### config.mk
export PLATFORM = sky130hd
export DESIGN_NAME = adc_sample_writer_flat
export DESIGN_NICKNAME = d
export VERILOG_FILES = /design/src/rtl/adc_wr_pkg.sv /design/src/rtl/adc_sample_writer_if.sv /design/src/rtl/adc_sample_writer_sync_fifo.sv /design/src/rtl/adc_sample_writer.sv /design/src/flat_wrapper.sv
export SDC_FILE = /design/constraint.sdc
export NUM_CORES = 1
export LEC_CHECK = 0
export ABC_CLOCK_PERIOD_IN_PS = 5100
export CORE_MARGIN = 8
export CORE_UTILIZATION = 45
export CTS_BUF_LIST = sky130_fd_sc_hd__clkbuf_8
export DETAILED_ROUTE_END_ITERATION = 10
export GPL_ROUTABILITY_DRIVEN = 0
export PLACE_DENSITY = 0.71
export SKIP_LAST_GASP = 1
export SLEW_MARGIN = 20
export SYNTH_ARGS = -nofsm -noshare
export SYNTH_HDL_FRONTEND = slang
export SYNTH_SLANG_ARGS = --single-unit
export TNS_END_PERCENT = 1
### constraint.sdc
create_clock -name clk -period 5.1 [get_ports clk]
set_input_delay 1.02 -clock clk [delete_from_list [all_inputs] [get_ports clk]]
set_output_delay 1.02 -clock clk [all_outputs]
set_load 0.01 [all_outputs]
### src/rtl/adc_wr_pkg.sv
// Shared types, widths and helpers for the ADC sample writer.
package adc_wr_pkg;

  localparam int unsigned DATA_W = 32;
  localparam int unsigned ADDR_W = 9;
  localparam int unsigned SMP_W  = DATA_W / 2;
  localparam int unsigned CNT_W  = 8;

  typedef enum logic {IDLE, REQ} state_e;

  typedef logic [DATA_W-1:0] word_t;
  typedef logic [ADDR_W-1:0] waddr_t;
  typedef logic [SMP_W-1:0]  smp_t;
  typedef logic [CNT_W-1:0]  cnt_t;

  typedef struct packed {
    waddr_t addr;
    word_t  data;
  } wr_req_t;

  function automatic cnt_t sat_inc(input cnt_t v);
    return (v == '1) ? v : v + CNT_W'(1);
  endfunction

endpackage

### src/rtl/adc_sample_writer_if.sv
// Single-word write request channel towards the memory master driver.
interface adc_sample_writer_if;
  import adc_wr_pkg::*;

  logic   m_req;
  logic   m_we;
  waddr_t m_addr;
  word_t  m_wdata;
  logic   m_ack;

  modport master (output m_req, m_we, m_addr, m_wdata, input m_ack);
  modport slave  (input m_req, m_we, m_addr, m_wdata, output m_ack);
endinterface

### src/rtl/adc_sample_writer_sync_fifo.sv
// Small synchronous FIFO; pointers carry one extra wrap bit to tell full from empty.
module sync_fifo #(
  parameter int unsigned WIDTH = 32,
  parameter int unsigned DEPTH = 4
) (
  input  logic             clk,
  input  logic             nreset,
  input  logic             push,
  input  logic [WIDTH-1:0] push_data,
  input  logic             pop,
  output logic [WIDTH-1:0] head_c,
  output logic             full_c,
  output logic             empty_c
);

  localparam int unsigned IDX_W = (DEPTH > 1) ? $clog2(DEPTH) : 1;
  localparam int unsigned PTR_W = IDX_W + 1;

  logic [WIDTH-1:0] mem_q [DEPTH];
  logic [WIDTH-1:0] mem_d [DEPTH];
  logic [PTR_W-1:0] wr_q, wr_d, rd_q, rd_d;
  logic             wr_en, rd_en;

  assign empty_c = (wr_q == rd_q);
  assign full_c  = (wr_q[IDX_W] != rd_q[IDX_W]) && (wr_q[IDX_W-1:0] == rd_q[IDX_W-1:0]);
  assign head_c  = mem_q[rd_q[IDX_W-1:0]];

  // A simultaneous pop frees the slot, so a push into a full FIFO still lands.
  assign rd_en = pop & ~empty_c;
  assign wr_en = push & (~full_c | rd_en);

  always_comb begin
    mem_d = mem_q;
    wr_d  = wr_q;
    rd_d  = rd_q;
    if (wr_en) begin
      mem_d[wr_q[IDX_W-1:0]] = push_data;
      wr_d = wr_q + PTR_W'(1);
    end
    if (rd_en) begin
      rd_d = rd_q + PTR_W'(1);
    end
  end

  always_ff @(posedge clk or negedge nreset) begin
    if (!nreset) begin
      mem_q <= '{default: '0};
      wr_q  <= '0;
      rd_q  <= '0;
    end else begin
      mem_q <= mem_d;
      wr_q  <= wr_d;
      rd_q  <= rd_d;
    end
  end

endmodule

### src/rtl/adc_sample_writer.sv
// Packs 16-bit sample pairs into words, buffers them and writes them
// one at a time into a circular memory window, reporting window events.
module adc_sample_writer
  import adc_wr_pkg::*;
#(
  parameter int unsigned FIFO_DEPTH = 4,
  parameter waddr_t      BASE_ADDR  = 9'h100,
  parameter int unsigned BUF_WORDS  = 64
) (
  input  logic                       clk,
  input  logic                       nreset,
  input  logic                       enable,
  input  logic                       smp_valid,
  input  smp_t                       smp_data,
  output logic                       smp_ready,
  adc_sample_writer_if.master        m_if,
  output waddr_t                     wr_ptr,
  output cnt_t                       wrap_count,
  output cnt_t                       drop_count,
  output logic                       half_irq,
  output logic                       full_irq
);

  localparam waddr_t LAST_ADDR = waddr_t'(32'(BASE_ADDR) + BUF_WORDS - 32'd1);
  localparam waddr_t HALF_ADDR = waddr_t'(32'(BASE_ADDR) + BUF_WORDS / 32'd2 - 32'd1);

  logic    half_q, half_d;
  smp_t    low_q, low_d;
  word_t   word_q, word_d;
  logic    push_q, push_d;
  state_e  state_q, state_d;
  logic    m_req_q, m_req_d;
  wr_req_t req_q, req_d;
  waddr_t  wr_ptr_q, wr_ptr_d;
  cnt_t    wrap_q, wrap_d;
  cnt_t    drop_q, drop_d;
  logic    half_irq_q, half_irq_d;
  logic    full_irq_q, full_irq_d;

  logic    fifo_pop;
  word_t   fifo_head;
  logic    fifo_full, fifo_empty;

  sync_fifo #(.WIDTH(DATA_W), .DEPTH(FIFO_DEPTH)) u_fifo (
    .clk       (clk),
    .nreset    (nreset),
    .push      (push_q),
    .push_data (word_q),
    .pop       (fifo_pop),
    .head_c    (fifo_head),
    .full_c    (fifo_full),
    .empty_c   (fifo_empty)
  );

  // Sample packer: first sample parks in the low half, second completes the word.
  always_comb begin
    half_d = half_q;
    low_d  = low_q;
    word_d = word_q;
    push_d = 1'b0;
    if (!enable) begin
      half_d = 1'b0;
    end else if (smp_valid) begin
      if (half_q) begin
        word_d = {smp_data, low_q};
        push_d = 1'b1;
        half_d = 1'b0;
      end else begin
        low_d  = smp_data;
        half_d = 1'b1;
      end
    end
  end

  // Write FSM; returning to IDLE after each ack gives the one-cycle request gap.
  always_comb begin
    state_d    = state_q;
    m_req_d    = m_req_q;
    req_d      = req_q;
    wr_ptr_d   = wr_ptr_q;
    wrap_d     = wrap_q;
    drop_d     = drop_q;
    half_irq_d = 1'b0;
    full_irq_d = 1'b0;
    fifo_pop   = 1'b0;
    case (state_q)
      IDLE: begin
        if (!fifo_empty) begin
          state_d    = REQ;
          m_req_d    = 1'b1;
          req_d.addr = wr_ptr_q;
          req_d.data = fifo_head;
        end
      end
      REQ: begin
        if (m_if.m_ack) begin
          state_d    = IDLE;
          m_req_d    = 1'b0;
          fifo_pop   = 1'b1;
          half_irq_d = (req_q.addr == HALF_ADDR);
          full_irq_d = (req_q.addr == LAST_ADDR);
          if (wr_ptr_q == LAST_ADDR) begin
            wr_ptr_d = BASE_ADDR;
            wrap_d   = sat_inc(wrap_q);
          end else begin
            wr_ptr_d = wr_ptr_q + ADDR_W'(1);
          end
        end
      end
      default: begin
        state_d = IDLE;
        m_req_d = 1'b0;
      end
    endcase
    if (push_q && fifo_full && !fifo_pop) begin
      drop_d = sat_inc(drop_q);
    end
  end

  always_ff @(posedge clk or negedge nreset) begin
    if (!nreset) begin
      half_q     <= 1'b0;
      low_q      <= '0;
      word_q     <= '0;
      push_q     <= 1'b0;
      state_q    <= IDLE;
      m_req_q    <= 1'b0;
      req_q      <= '{addr: BASE_ADDR, data: '0};
      wr_ptr_q   <= BASE_ADDR;
      wrap_q     <= '0;
      drop_q     <= '0;
      half_irq_q <= 1'b0;
      full_irq_q <= 1'b0;
    end else begin
      half_q     <= half_d;
      low_q      <= low_d;
      word_q     <= word_d;
      push_q     <= push_d;
      state_q    <= state_d;
      m_req_q    <= m_req_d;
      req_q      <= req_d;
      wr_ptr_q   <= wr_ptr_d;
      wrap_q     <= wrap_d;
      drop_q     <= drop_d;
      half_irq_q <= half_irq_d;
      full_irq_q <= full_irq_d;
    end
  end

  assign smp_ready    = enable;
  assign m_if.m_req   = m_req_q;
  assign m_if.m_we    = m_req_q;
  assign m_if.m_addr  = req_q.addr;
  assign m_if.m_wdata = req_q.data;
  assign wr_ptr       = wr_ptr_q;
  assign wrap_count   = wrap_q;
  assign drop_count   = drop_q;
  assign half_irq     = half_irq_q;
  assign full_irq     = full_irq_q;

endmodule

### src/flat_wrapper.sv
// flat-port wrapper written by rule: the top's interface ports become plain ports
module adc_sample_writer_flat import adc_wr_pkg::*;
#(
  parameter int unsigned FIFO_DEPTH = 4,
  parameter waddr_t      BASE_ADDR  = 9'h100,
  parameter int unsigned BUF_WORDS  = 64
)
  (clk, nreset, enable, smp_valid, smp_data, smp_ready, wr_ptr, wrap_count, drop_count, half_irq, full_irq, m_if_m_req, m_if_m_we, m_if_m_addr, m_if_m_wdata, m_if_m_ack);
  adc_sample_writer_if m_if_i ();
  input  logic clk;
  input  logic nreset;
  input  logic enable;
  input  logic smp_valid;
  input  smp_t smp_data;
  output logic smp_ready;
  output waddr_t wr_ptr;
  output cnt_t wrap_count;
  output cnt_t drop_count;
  output logic half_irq;
  output logic full_irq;
  output wire logic [$bits(m_if_i.m_req)-1:0] m_if_m_req;
  output wire logic [$bits(m_if_i.m_we)-1:0] m_if_m_we;
  output wire logic [$bits(m_if_i.m_addr)-1:0] m_if_m_addr;
  output wire logic [$bits(m_if_i.m_wdata)-1:0] m_if_m_wdata;
  input wire logic [$bits(m_if_i.m_ack)-1:0] m_if_m_ack;
  assign m_if_m_req = m_if_i.m_req;
  assign m_if_m_we = m_if_i.m_we;
  assign m_if_m_addr = m_if_i.m_addr;
  assign m_if_m_wdata = m_if_i.m_wdata;
  assign m_if_i.m_ack = m_if_m_ack;
  adc_sample_writer #(.FIFO_DEPTH(FIFO_DEPTH), .BASE_ADDR(BASE_ADDR), .BUF_WORDS(BUF_WORDS)) u_core (.clk(clk), .nreset(nreset), .enable(enable), .smp_valid(smp_valid), .smp_data(smp_data), .smp_ready(smp_ready), .m_if(m_if_i), .wr_ptr(wr_ptr), .wrap_count(wrap_count), .drop_count(drop_count), .half_irq(half_irq), .full_irq(full_irq));
endmodule
==> flow_summary.json <==
{
  "yosys.area.top_type": "dfrtp_1",
  "routed_wl_um": 23300,
  "maxSlewViolCount": 0,
  "status": "finished clean",
  "path_class": "in -> reg",
  "end_kind": "flip-flop",
  "grt_use_total": 0.156,
  "cp-startpoint": "m_if_m_ack",
  "yosys_warnings": 0,
  "slew_headroom": 0.295,
  "ir_drop_mv": 0.297,
  "grt_pass1_wl_um": 38200,
  "synth_area_leaders": "dfrtp_1 (56%), mux2_4 (16%), mux2_2 (10%)",
  "rows": 58,
  "start_util": 0.452,
  "leakagePower_nw": 5.98,
  "start_kind": "input port",
  "cp_slowest_cell": "and2_2",
  "grt_pass1_vias": 6830,
  "dp_slack_ps": 1320,
  "clk-insertion-delay-late_ps": 530,
  "tns_ps": 0,
  "htree_levels": 2,
  "synth_seq_area_share": 0.565,
  "cts_resized": 0,
  "tritoncts": "built",
  "finalCritPeriodShare": 0.641,
  "worstReg2RegEnd": "u_core.u_fifo.mem_q[78]",
  "r2r_setup_slack_ps": 2100,
  "path_cells": "clkdlybuf4s50_1 > nand2_1 > a41oi_4 > and2_2 > buf_4 > mux2_4",
  "cap_violations": 0,
  "nNetsFinal": 801,
  "dieArea_mm2": 0.0303,
  "post-route-min-period_ps": 3270,
  "core_mm2": 0.0249,
  "p_per_area_mw_per_mm2": 568,
  "synth_nets": 691,
  "stdcell_count": 1131,
  "synth_top_area_share": 0.560,
  "fin_skew_ps": 20.2,
  "post-cts-setup-buffers": 0,
  "dp.cells": 1059,
  "syn_inst": 662,
  "viasPerCell": 5.29,
  "dp_hpwl_um": 15200,
  "drtPass1Iterations": 4,
  "drc": 0,
  "clk_path_buf_depth": 3,
  "die_x_um": 174,
  "finalPower_mw": 7.48,
  "reg2reg_from": "u_core.u_fifo.rd_q[1]",
  "cts_hold_buf": 0,
  "drtIter0Drc": 345,
  "fin_util": 0.529,
  "dpl_cell_area_mm2": 0.0123,
  "ys_ff_latch": 254,
  "syn_avg_cell_area_um2": 17.0,
  "setup_viol": 0,
  "grt_max_degree": 107,
  "antenna_found_initial": 0,
  "diodes": 0,
  "arrival_ps": 3680,
  "num_io_pins": 92,
  "setup_slack_ps": 1830,
  "ant_nets": 0,
  "clkTransAtPathRegs_ps": 60,
  "hold_class": "reg -> reg",
  "hold_viol": 0,
  "overflow": 0,
  "synthToLayoutAreaGrowth_pct": 16.9,
  "yosysUniqueCellTypes": 39,
  "worst_ep_required_time_ps": 5510,
  "worst_pin_slew_ps": 1050,
  "cts_made_buffers": 41,
  "die_y_um": 174,
  "clock.fmax_mhz": 306,
  "worstRegToRegCells": 6,
  "drt-wirelength-per-cell_um": 20.6,
  "rsz0062_at_grt": "false",
  "critical_path.max_stage_delay_ps": 800,
  "cts_root_buf": "clkbuf_8",
  "synth_edf_count": 0,
  "worstPathMaxFanout": 23,
  "crit_end": "u_core.u_fifo.mem_q[78]",
  "async_flop_share": 1.00,
  "syn_area_mm2": 0.0113,
  "vias": 5982,
  "drive_above_1_share": 0.423,
  "final_area_mm2": 0.0132,
  "hold_ws_ps": 475,
  "cts_sinks": 254,
  "nFillCells": 1989,
  "synthFlopType": "dfrtp_1",
  "port_buffers": 91
}
worst max-delay path: cells and delay by family:
kind            cells  cell delay, ps
buf+inv             2             930
compound gates      1             310
simple gates        2            1080
mux                 1             320
cells in the mapped netlist, drive strengths merged (7+ instances only):
master / count
nand2: 9
mux2: 222
dfrtp: 252
buf: 28
clkbuf: 7
nand3: 11
nor2: 8
ha: 8
xnor2: 12
mux4: 32
nand4: 10
xor2: 15
logic make-up (layout without fill, tap and decap cells):
| logic type | after synthesis | in the layout | share of synthesized area |
|---|---|---|---|
| mux | 254 | 254 | 0.326 |
| xor+xnor | 27 | 27 | 0.0223 |
| buf+inv | 41 | 180 | 0.0366 |
| compound gates | 14 | 14 | 0.0106 |
| fa+ha+maj | 8 | 8 | 0.00889 |
| flops | 254 | 254 | 0.565 |
| simple gates | 64 | 64 | 0.0313 |
area by class of cell:
class	instances	area, µm²	share of cell area
Inverter	6	22.5	0.00171
Clock inverter	14	58.8	0.00447
Multi-Input combinational cell	367	4500	0.342
Clock buffer	58	798	0.0606
Timing Repair Buffer	102	1010	0.0768
Sequential cell	254	6360	0.483
Tap cell	330	413	0.0314
power breakdown:
group / switching [mW] / total, mW / internal [mW]
clock: 0.781 / 1.78 / 1.00
sequential: 0.568 / 3.31 / 2.74
combinational: 0.858 / 2.38 / 1.52
total: 2.21 / 7.48 / 5.27
worst min-delay path by stage:
| stage | start | to | slack (ps) | depth (start not counted) |
|---|---|---|---|---|
| finish | u_core.m_if.m_addr[5] | u_core.half_irq | 480 | 1 |
| global route | u_core.m_if.m_addr[5] | u_core.half_irq | 490 | 1 |
| CTS | u_core.m_if.m_addr[5] | u_core.half_irq | 480 | 1 |
| detailed placement | u_core.m_if.m_addr[5] | u_core.half_irq | 480 | 1 |
| global placement | u_core.m_if.m_addr[5] | u_core.half_irq | 460 | 1 |
| floorplan | u_core.low_q[0] | u_core.word_q[0] | 470 | 1 |
layer usage:
metal / wire length (µm) / share of wire / vias up / track usage
met5: 0 / 0 / - / 0
met4: 397 / 0.017 / 0 / 0.0485
met3: 1090 / 0.047 / 38 / 0.0375
met2: 11100 / 0.48 / 137 / 0.248
met1: 10700 / 0.46 / 3173 / 0.208
li1: - / - / 2634 / -
state kept, by name, indices dropped and copies added, names as in the netlist:
register	count
u_core.m_if.m_wdata	32
u_core.word_q	32
u_core.full_irq	1
u_core.half_irq	1
u_core.m_if.m_addr	9
u_core.u_fifo.wr_q	3
u_core.wr_ptr	9
u_core.wrap_count	8
u_core.m_if.m_req	1
u_core.u_fifo.rd_q	3
u_core.state_q	1
u_core.drop_count	8
u_core.u_fifo.mem_q	128
u_core.half_q	1
u_core.low_q	16
u_core.push_q	1
layout by cell type (no fill, tap or decap), types with 2 or more instances in the layout:
master           instances
nor3b_1                  2
and2_2                   4
ha_1                     8
buf_4                   10
nand4_1                 10
clkdlybuf4s50_1         90
mux4_2                  32
o21ai_0                  3
nand3_1                 11
clkbuf_8                58
dfrtp_1                251
xnor2_1                 10
nand2_1                  9
a31oi_1                  2
and2_1                   2
mux2_2                 103
xnor2_2                  2
and4_1                   3
nor2_1                   8
clkinv_2                 2
o21a_1                   2
inv_1                   17
nor3_1                   6
mux2_4                 119
dfstp_2                  2
nor4_1                   3
and3_1                   2
xor2_1                  15
Power figures use the tool's default switching activity.
